`src/rtl/ctrl_pkg.sv`:
```
// Shared definitions for the Mini SRC hardwired control unit: opcodes, step
// states, instruction classes, bus-select and ALU function codes.
package ctrl_pkg;

  // Opcodes (IR[31:27])
  localparam logic [4:0] OpRol  = 5'b01000;
  localparam logic [4:0] OpAddi = 5'b01001;
  localparam logic [4:0] OpAndi = 5'b01010;
  localparam logic [4:0] OpOri  = 5'b01011;
  localparam logic [4:0] OpDiv  = 5'b01100;
  localparam logic [4:0] OpMul  = 5'b01101;
  localparam logic [4:0] OpNeg  = 5'b01110;
  localparam logic [4:0] OpNot  = 5'b01111;
  localparam logic [4:0] OpLd   = 5'b10000;
  localparam logic [4:0] OpLdi  = 5'b10001;
  localparam logic [4:0] OpSt   = 5'b10010;
  localparam logic [4:0] OpJr   = 5'b10100;
  localparam logic [4:0] OpBrx  = 5'b10101;
  localparam logic [4:0] OpIn   = 5'b10110;
  localparam logic [4:0] OpOut  = 5'b10111;
  localparam logic [4:0] OpMfhi = 5'b11000;
  localparam logic [4:0] OpMflo = 5'b11001;
  localparam logic [4:0] OpHalt = 5'b11011;

  // Bus source codes (0-15 are the GPRs themselves)
  localparam logic [4:0] SelHi     = 5'd16;
  localparam logic [4:0] SelLo     = 5'd17;
  localparam logic [4:0] SelZhi    = 5'd18;
  localparam logic [4:0] SelZlo    = 5'd19;
  localparam logic [4:0] SelPc     = 5'd20;
  localparam logic [4:0] SelMdr    = 5'd21;
  localparam logic [4:0] SelInPort = 5'd22;

  // ALU functions used by non-ALU instructions
  localparam logic [3:0] AluAdd = 4'b0000;
  localparam logic [3:0] AluAnd = 4'b0010;
  localparam logic [3:0] AluOr  = 4'b0011;

  typedef enum logic [3:0] {
    StT0, StT1, StT2, StT3, StT4, StT5, StT6, StT7, StHalt
  } state_e;

  typedef enum logic [3:0] {
    ClsAlu, ClsImm, ClsMulDiv, ClsUnary, ClsLd, ClsLdi, ClsSt, ClsJr,
    ClsBrx, ClsIn, ClsOut, ClsMfhi, ClsMflo, ClsHalt, ClsNone
  } cls_e;

endpackage

```
`src/rtl/ctrl_decode.sv`:
```
// Opcode to instruction-class decode, plus the ALU function each class uses.
module ctrl_decode
  import ctrl_pkg::*;
(
  input  logic [4:0] opc_i,
  output cls_e       cls_o,
  output logic [3:0] alu_op_o
);

  // Classify the opcode; nop, jal and undefined opcodes fall into ClsNone
  always_comb begin
    cls_o    = ClsNone;
    alu_op_o = opc_i[3:0];
    case (opc_i)
      OpAddi: begin cls_o = ClsImm; alu_op_o = AluAdd; end
      OpAndi: begin cls_o = ClsImm; alu_op_o = AluAnd; end
      OpOri:  begin cls_o = ClsImm; alu_op_o = AluOr;  end
      OpDiv, OpMul: cls_o = ClsMulDiv;
      OpNeg, OpNot: cls_o = ClsUnary;
      OpLd:   begin cls_o = ClsLd;  alu_op_o = AluAdd; end
      OpLdi:  begin cls_o = ClsLdi; alu_op_o = AluAdd; end
      OpSt:   begin cls_o = ClsSt;  alu_op_o = AluAdd; end
      OpJr:   cls_o = ClsJr;
      OpBrx:  begin cls_o = ClsBrx; alu_op_o = AluAdd; end
      OpIn:   cls_o = ClsIn;
      OpOut:  cls_o = ClsOut;
      OpMfhi: cls_o = ClsMfhi;
      OpMflo: cls_o = ClsMflo;
      OpHalt: cls_o = ClsHalt;
      default: if (opc_i <= OpRol) cls_o = ClsAlu;
    endcase
  end

endmodule

```
`src/rtl/control_sequencer.sv`:
```
// Hardwired Mini SRC control unit: step-state sequencer with Moore decode of
// every datapath control from the registered step and the IR.
// Optional build macro CTRL_MEM_WAIT_EN adds mem_ready; memory steps then hold
// until mem_ready is high at a clock edge.
module control_sequencer
  import ctrl_pkg::*;
#(
  parameter int unsigned DATA_W = 32,
  parameter int unsigned SEL_W  = 5
) (
  input  logic              clock,
  input  logic              clear,
  input  logic [DATA_W-1:0] IR,
  input  logic              CON_out,
`ifdef CTRL_MEM_WAIT_EN
  input  logic              mem_ready,
`endif
  output logic              e_PC,
  output logic              incPC,
  output logic              e_IR,
  output logic              e_Y,
  output logic              e_Z,
  output logic              e_HI,
  output logic              e_LO,
  output logic              e_MAR,
  output logic              e_MDR,
  output logic              MDR_read,
  output logic              ram_read,
  output logic              ram_write,
  output logic              RA_en,
  output logic              CON_enable,
  output logic              e_OutPort,
  output logic              e_InPort,
  output logic              Gra,
  output logic              Grb,
  output logic              Grc,
  output logic              e_Rin,
  output logic              e_Rout,
  output logic              BAout,
  output logic              imm_sel,
  output logic [3:0]        ALU_op,
  output logic [SEL_W-1:0]  BusDataSelect,
  output logic              run
);

  state_e     state_q, state_d;
  cls_e       cls;
  logic [3:0] alu_dec;
  logic [4:0] sel;
  logic [4:0] sel_ra, sel_rb, sel_rc;
  logic       mem_hold;
  logic       unused_ir;

  assign sel_ra        = {1'b0, IR[26:23]};
  assign sel_rb        = {1'b0, IR[22:19]};
  assign sel_rc        = {1'b0, IR[18:15]};
  assign unused_ir     = ^IR[14:0];
  assign BusDataSelect = SEL_W'(sel);

`ifdef CTRL_MEM_WAIT_EN
  assign mem_hold = (ram_read | ram_write) & ~mem_ready;
`else
  assign mem_hold = 1'b0;
`endif

  ctrl_decode u_decode (
    .opc_i    (IR[31:27]),
    .cls_o    (cls),
    .alu_op_o (alu_dec)
  );

  // Next step; class is only consulted from T3, once the new IR is in place
  always_comb begin
    state_d = StT0;
    case (state_q)
      StT0: state_d = StT1;
      StT1: state_d = StT2;
      StT2: state_d = StT3;
      StT3: begin
        case (cls)
          ClsHalt: state_d = StHalt;
          ClsJr, ClsIn, ClsOut, ClsMfhi, ClsMflo, ClsNone: state_d = StT0;
          default: state_d = StT4;
        endcase
      end
      StT4:    state_d = (cls == ClsUnary) ? StT0 : StT5;
      StT5:    state_d = (cls inside {ClsAlu, ClsImm, ClsLdi}) ? StT0 : StT6;
      StT6:    state_d = (cls inside {ClsLd, ClsBrx}) ? StT7 : StT0;
      StT7:    state_d = StT0;
      StHalt:  state_d = StHalt;
      default: state_d = StT0;
    endcase
  end

  // Step register; a pending memory access freezes the current step
  always_ff @(posedge clock or negedge clear) begin
    if (!clear) begin
      state_q <= StT0;
    end else if (!mem_hold) begin
      state_q <= state_d;
    end
  end

  // Control decode from step and instruction class
  always_comb begin
    {e_PC, incPC, e_IR, e_Y, e_Z, e_HI, e_LO, e_MAR, e_MDR, MDR_read} = '0;
    {ram_read, ram_write, RA_en, CON_enable, e_OutPort, e_InPort} = '0;
    {Gra, Grb, Grc, e_Rin, e_Rout, BAout, imm_sel} = '0;
    ALU_op = '0;
    sel    = '0;
    run    = (state_q != StHalt);
    case (state_q)
      StT0: begin sel = SelPc; e_MAR = 1'b1; incPC = 1'b1; end
      StT1: begin ram_read = 1'b1; MDR_read = 1'b1; e_MDR = 1'b1; end
      StT2: begin sel = SelMdr; e_IR = 1'b1; end
      StT3: begin
        case (cls)
          ClsAlu, ClsImm: begin sel = sel_rb; e_Rout = 1'b1; Grb = 1'b1; e_Y = 1'b1; end
          ClsMulDiv: begin sel = sel_ra; e_Rout = 1'b1; Gra = 1'b1; e_Y = 1'b1; end
          ClsUnary: begin
            sel = sel_rb; e_Rout = 1'b1; Grb = 1'b1; ALU_op = alu_dec; e_Z = 1'b1;
          end
          ClsLd, ClsLdi, ClsSt: begin
            sel = sel_rb; e_Rout = 1'b1; Grb = 1'b1; BAout = 1'b1; e_Y = 1'b1;
          end
          ClsJr:   begin sel = sel_ra; e_Rout = 1'b1; Gra = 1'b1; e_PC = 1'b1; end
          ClsBrx:  begin sel = sel_ra; e_Rout = 1'b1; Gra = 1'b1; RA_en = 1'b1; end
          ClsIn:   begin sel = SelInPort; e_Rin = 1'b1; Gra = 1'b1; end
          ClsOut:  begin sel = sel_ra; e_Rout = 1'b1; Gra = 1'b1; e_OutPort = 1'b1; end
          ClsMfhi: begin sel = SelHi; e_Rin = 1'b1; Gra = 1'b1; end
          ClsMflo: begin sel = SelLo; e_Rin = 1'b1; Gra = 1'b1; end
          default: ;
        endcase
      end
      StT4: begin
        case (cls)
          ClsAlu: begin
            sel = sel_rc; e_Rout = 1'b1; Grc = 1'b1; ALU_op = alu_dec; e_Z = 1'b1;
          end
          ClsMulDiv: begin
            sel = sel_rb; e_Rout = 1'b1; Grb = 1'b1; ALU_op = alu_dec; e_Z = 1'b1;
          end
          ClsImm, ClsLd, ClsLdi, ClsSt: begin imm_sel = 1'b1; ALU_op = alu_dec; e_Z = 1'b1; end
          ClsUnary: begin sel = SelZlo; e_Rin = 1'b1; Gra = 1'b1; end
          ClsBrx:   CON_enable = 1'b1;
          default: ;
        endcase
      end
      StT5: begin
        case (cls)
          ClsAlu, ClsImm, ClsLdi: begin sel = SelZlo; e_Rin = 1'b1; Gra = 1'b1; end
          ClsMulDiv:    begin sel = SelZlo; e_LO = 1'b1; end
          ClsLd, ClsSt: begin sel = SelZlo; e_MAR = 1'b1; end
          ClsBrx:       begin sel = SelPc; e_Y = 1'b1; end
          default: ;
        endcase
      end
      StT6: begin
        case (cls)
          ClsMulDiv: begin sel = SelZhi; e_HI = 1'b1; end
          ClsLd:     begin ram_read = 1'b1; MDR_read = 1'b1; e_MDR = 1'b1; end
          ClsSt:     begin sel = sel_ra; e_Rout = 1'b1; Gra = 1'b1; ram_write = 1'b1; end
          ClsBrx:    begin imm_sel = 1'b1; ALU_op = AluAdd; e_Z = 1'b1; end
          default: ;
        endcase
      end
      StT7: begin
        if (cls == ClsLd) begin
          sel = SelMdr; e_Rin = 1'b1; Gra = 1'b1;
        end else if (cls == ClsBrx && CON_out) begin
          sel = SelZlo; e_PC = 1'b1;
        end
      end
      default: ;
    endcase
  end

endmodule

```
`config.mk`:
```
export PLATFORM = sky130hd
export DESIGN_NAME = control_sequencer
export DESIGN_NICKNAME = d
export VERILOG_FILES = /design/src/rtl/ctrl_pkg.sv /design/src/rtl/ctrl_decode.sv /design/src/rtl/control_sequencer.sv
export SDC_FILE = /design/constraint.sdc
export NUM_CORES = 1
export LEC_CHECK = 0
export ABC_AREA = 1
export CAP_MARGIN = 20
export CELL_PAD_IN_SITES_DETAIL_PLACEMENT = 1
export CELL_PAD_IN_SITES_GLOBAL_PLACEMENT = 1
export CORE_MARGIN = 1
export CORE_UTILIZATION = 22
export CTS_CLUSTER_DIAMETER = 60
export CTS_CLUSTER_SIZE = 40
export DETAILED_ROUTE_END_ITERATION = 10
export PLACE_DENSITY = 0.77
export SLEW_MARGIN = 20
export SYNTH_ARGS = -nofsm -noshare
export SYNTH_HDL_FRONTEND = slang
export SYNTH_SLANG_ARGS = --single-unit
```
`constraint.sdc`:
```
create_clock -name clock -period 2.5 [get_ports clock]
set_input_delay 0.625 -clock clock [delete_from_list [all_inputs] [get_ports clock]]
set_output_delay 0.625 -clock clock [all_outputs]
set_load 0.01 [all_outputs]
```
==> impl_metrics.json <==
{
  "synth-warning-count": 0,
  "outcome": "finished, violations left",
  "die_x_microns": 71.8,
  "power.density_nw_per_um2": 481,
  "cts_buffers": 3,
  "grt-ovfl-total": 0,
  "ctsHoldBuffers": 0,
  "grt_pass1_vias": 1867,
  "htreeDepth": 1,
  "leakage_nw": 1.25,
  "avgViaCountPerCell": 5.03,
  "slew_viol_final": 0,
  "drt_iter0_drc": 101,
  "synth.avg_cell_area_sq_um": 5.23,
  "core_sq_um": 4690,
  "largest_registers": "state_q (4)",
  "die_h_microns": 71.8,
  "fmax_mhz": 392,
  "drtAntennaViolNets": 0,
  "peakVddDrop_mv": 0.212,
  "dr.pass1.iters": 4,
  "cp.arrival_ns": 1.93,
  "start_util_pct": 22.9,
  "final_cell_mix": "buf_4, nand2_1, inv_1, nor2_1, clkdlybuf4s50_1",
  "placed_area_sq_um": 1960,
  "endpoint_kind": "output port",
  "layout-drive-gt1-share_pct": 43.0,
  "drc": 0,
  "num_io_pins": 68,
  "gp_congestion": 0.931,
  "drt-total-wl_microns": 6140,
  "layout.nets": 351,
  "fin_ws_ns": -0.0542,
  "grt_first_pass_wirelength_microns": 9180,
  "setup_viol": 1,
  "synthDistinctLibCells": 29,
  "netlist_instances": 205,
  "antenna_found_initial": 0,
  "dp_cells": 351,
  "stdcell_area_sq_um": 2240,
  "wl_per_cell_microns": 16.7,
  "post-route-util_pct": 47.7,
  "setup_tns_ns": -0.0542,
  "finClkSkew_ns": 0.00378,
  "ys_ff_latch": 4,
  "regMostFlops": "state_q",
  "area_growth_pct": 109,
  "holdWs_ns": 0.599,
  "grt_max_degree": 11,
  "seq_area_frac_synth_pct": 9.33,
  "clock_tree.root_cell": "clkbuf_8",
  "synth_area_sq_um": 1070,
  "vias": 1851,
  "dp_hpwl_microns": 4110,
  "cp.required_ns": 1.88,
  "cp-start-kind": "input pin",
  "cts_tree": "done",
  "critPathMaxFanout": 6,
  "hold_viol_final": 0,
  "finalPower_mw": 1.08,
  "violations": "setup timing",
  "hold_path.class": "in2async",
  "worstSetupPathType": "in2out",
  "clock_sinks": 4,
  "clk_latency_ns": 0.22,
  "io_buffers": 51,
  "syn_nets": 240,
  "std_cell_rows": 25,
  "drv_cap": 0,
  "clk_pin_slew_worst_paths_ns": 0.03,
  "layout_min_cycle_time_ns": 2.55,
  "dieArea_sq_um": 5160,
  "largest_reg_flops": 4,
  "grtUsageTotal_pct": 22.8,
  "min_period_over_period_pct": 102,
  "num_antenna_cells": 0,
  "layout_commonest_cell": "buf_4",
  "rsz0062_at_grt": "true",
  "cts.path.max_buffers": 2,
  "stdcell_count": 368,
  "post-place-ws_ns": -0.804
}
## cells by family (layout without fill, tap and decap cells)
logic type,after synthesis,after routing,synth area share [%]
other,1,1,0.350
AND/OR/NAND/NOR,134,134,59.4
flip-flops,4,4,9.34
buffers and inverters,39,148,15.8
AO/OA/AOI/OAI,27,27,15.2
## metal layers
layer	global-route usage [%]	wire length [microns]	part of all wire (%)	vias up
li1	-	-	-	881
met2	43.5	3320	54	62
met1	26.9	2460	40	893
met5	0	0	0	-
met4	7.19	136	2.2	0
met3	1.55	218	3.6	15
## layout make-up
type	instances	area (sq um)
fillers	613	2460
multi-input cells	162	991
repair buffers	112	900
inverters	33	136
flip-flops and latches	4	100
well taps	54	67.6
clock buffers	3	41.3
## worst max-delay path, cell delays in order
cell	delay, ns
clkbuf_4	0.17
buf_4	0.18
nand3_4	0.12
nand2_4	0.08
buf_4	0.14
o21ai_0	0.21
nand2_1	0.14
clkdlybuf4s15_1	0.25
## power by group
| part | leakage, nW | total (mW) | switching (mW) | internal [mW] |
|---|---|---|---|---|
| combinational | 1.18 | 0.823 | 0.456 | 0.367 |
| clock | 0.0216 | 0.140 | 0.0367 | 0.103 |
| sequential | 0.0513 | 0.112 | 0.0252 | 0.0872 |
| total | 1.25 | 1.08 | 0.518 | 0.557 |
## cell usage after synthesis
cell	instances	area, sq um
nand3_4	1	17.5
nor2_1	33	124
conb_1	1	3.75
nor3_1	1	5.00
nand3_2	1	10.0
a21oi_1	9	45.0
o41ai_1	1	8.76
nand4_4	1	21.3
nor2_2	4	25.0
nand2_1	57	214
nor2_4	3	33.8
dfrtp_1	4	100
nand2_2	4	25.0
inv_1	28	105
nand3_1	21	105
o21ai_0	5	25.0
or2_1	1	6.26
nand4_2	1	12.5
nand4_1	5	31.3
buf_4	6	45.0
a22oi_1	2	15.0
or3_1	1	6.26
a31oi_1	1	6.26
o211ai_1	1	7.51
inv_2	5	18.8
a21boi_1	1	7.51
o21bai_1	1	7.51
o32ai_1	1	8.76
o22ai_1	5	31.3
## worst paths after layout
path,from,end,slack (ns),depth (start not counted)
min in group clock,state_q[3]$_DFF_PN0_,state_q[3]$_DFF_PN0_,0.65,2
max in group asynchronous,clear,state_q[1]$_DFF_PN0_,1.74,1
hold reg to reg,state_q[3]$_DFF_PN0_,state_q[3]$_DFF_PN0_,0.65,2
setup reg to reg,state_q[2]$_DFF_PN0_,state_q[1]$_DFF_PN0_,0.87,7
setup / recovery,IR[31],imm_sel,-0.05,8
hold / removal,clear,state_q[3]$_DFF_PN0_,0.60,1
## repair_timing
item,in CTS,in global routing
setup buffers,14,2
endpoints found under the hold margin,0,0
gates resized for setup,117,36
pin swaps,18,18
endpoints found under the setup margin,29,20
cloned,0,0
(Power assumes the default switching activity.)
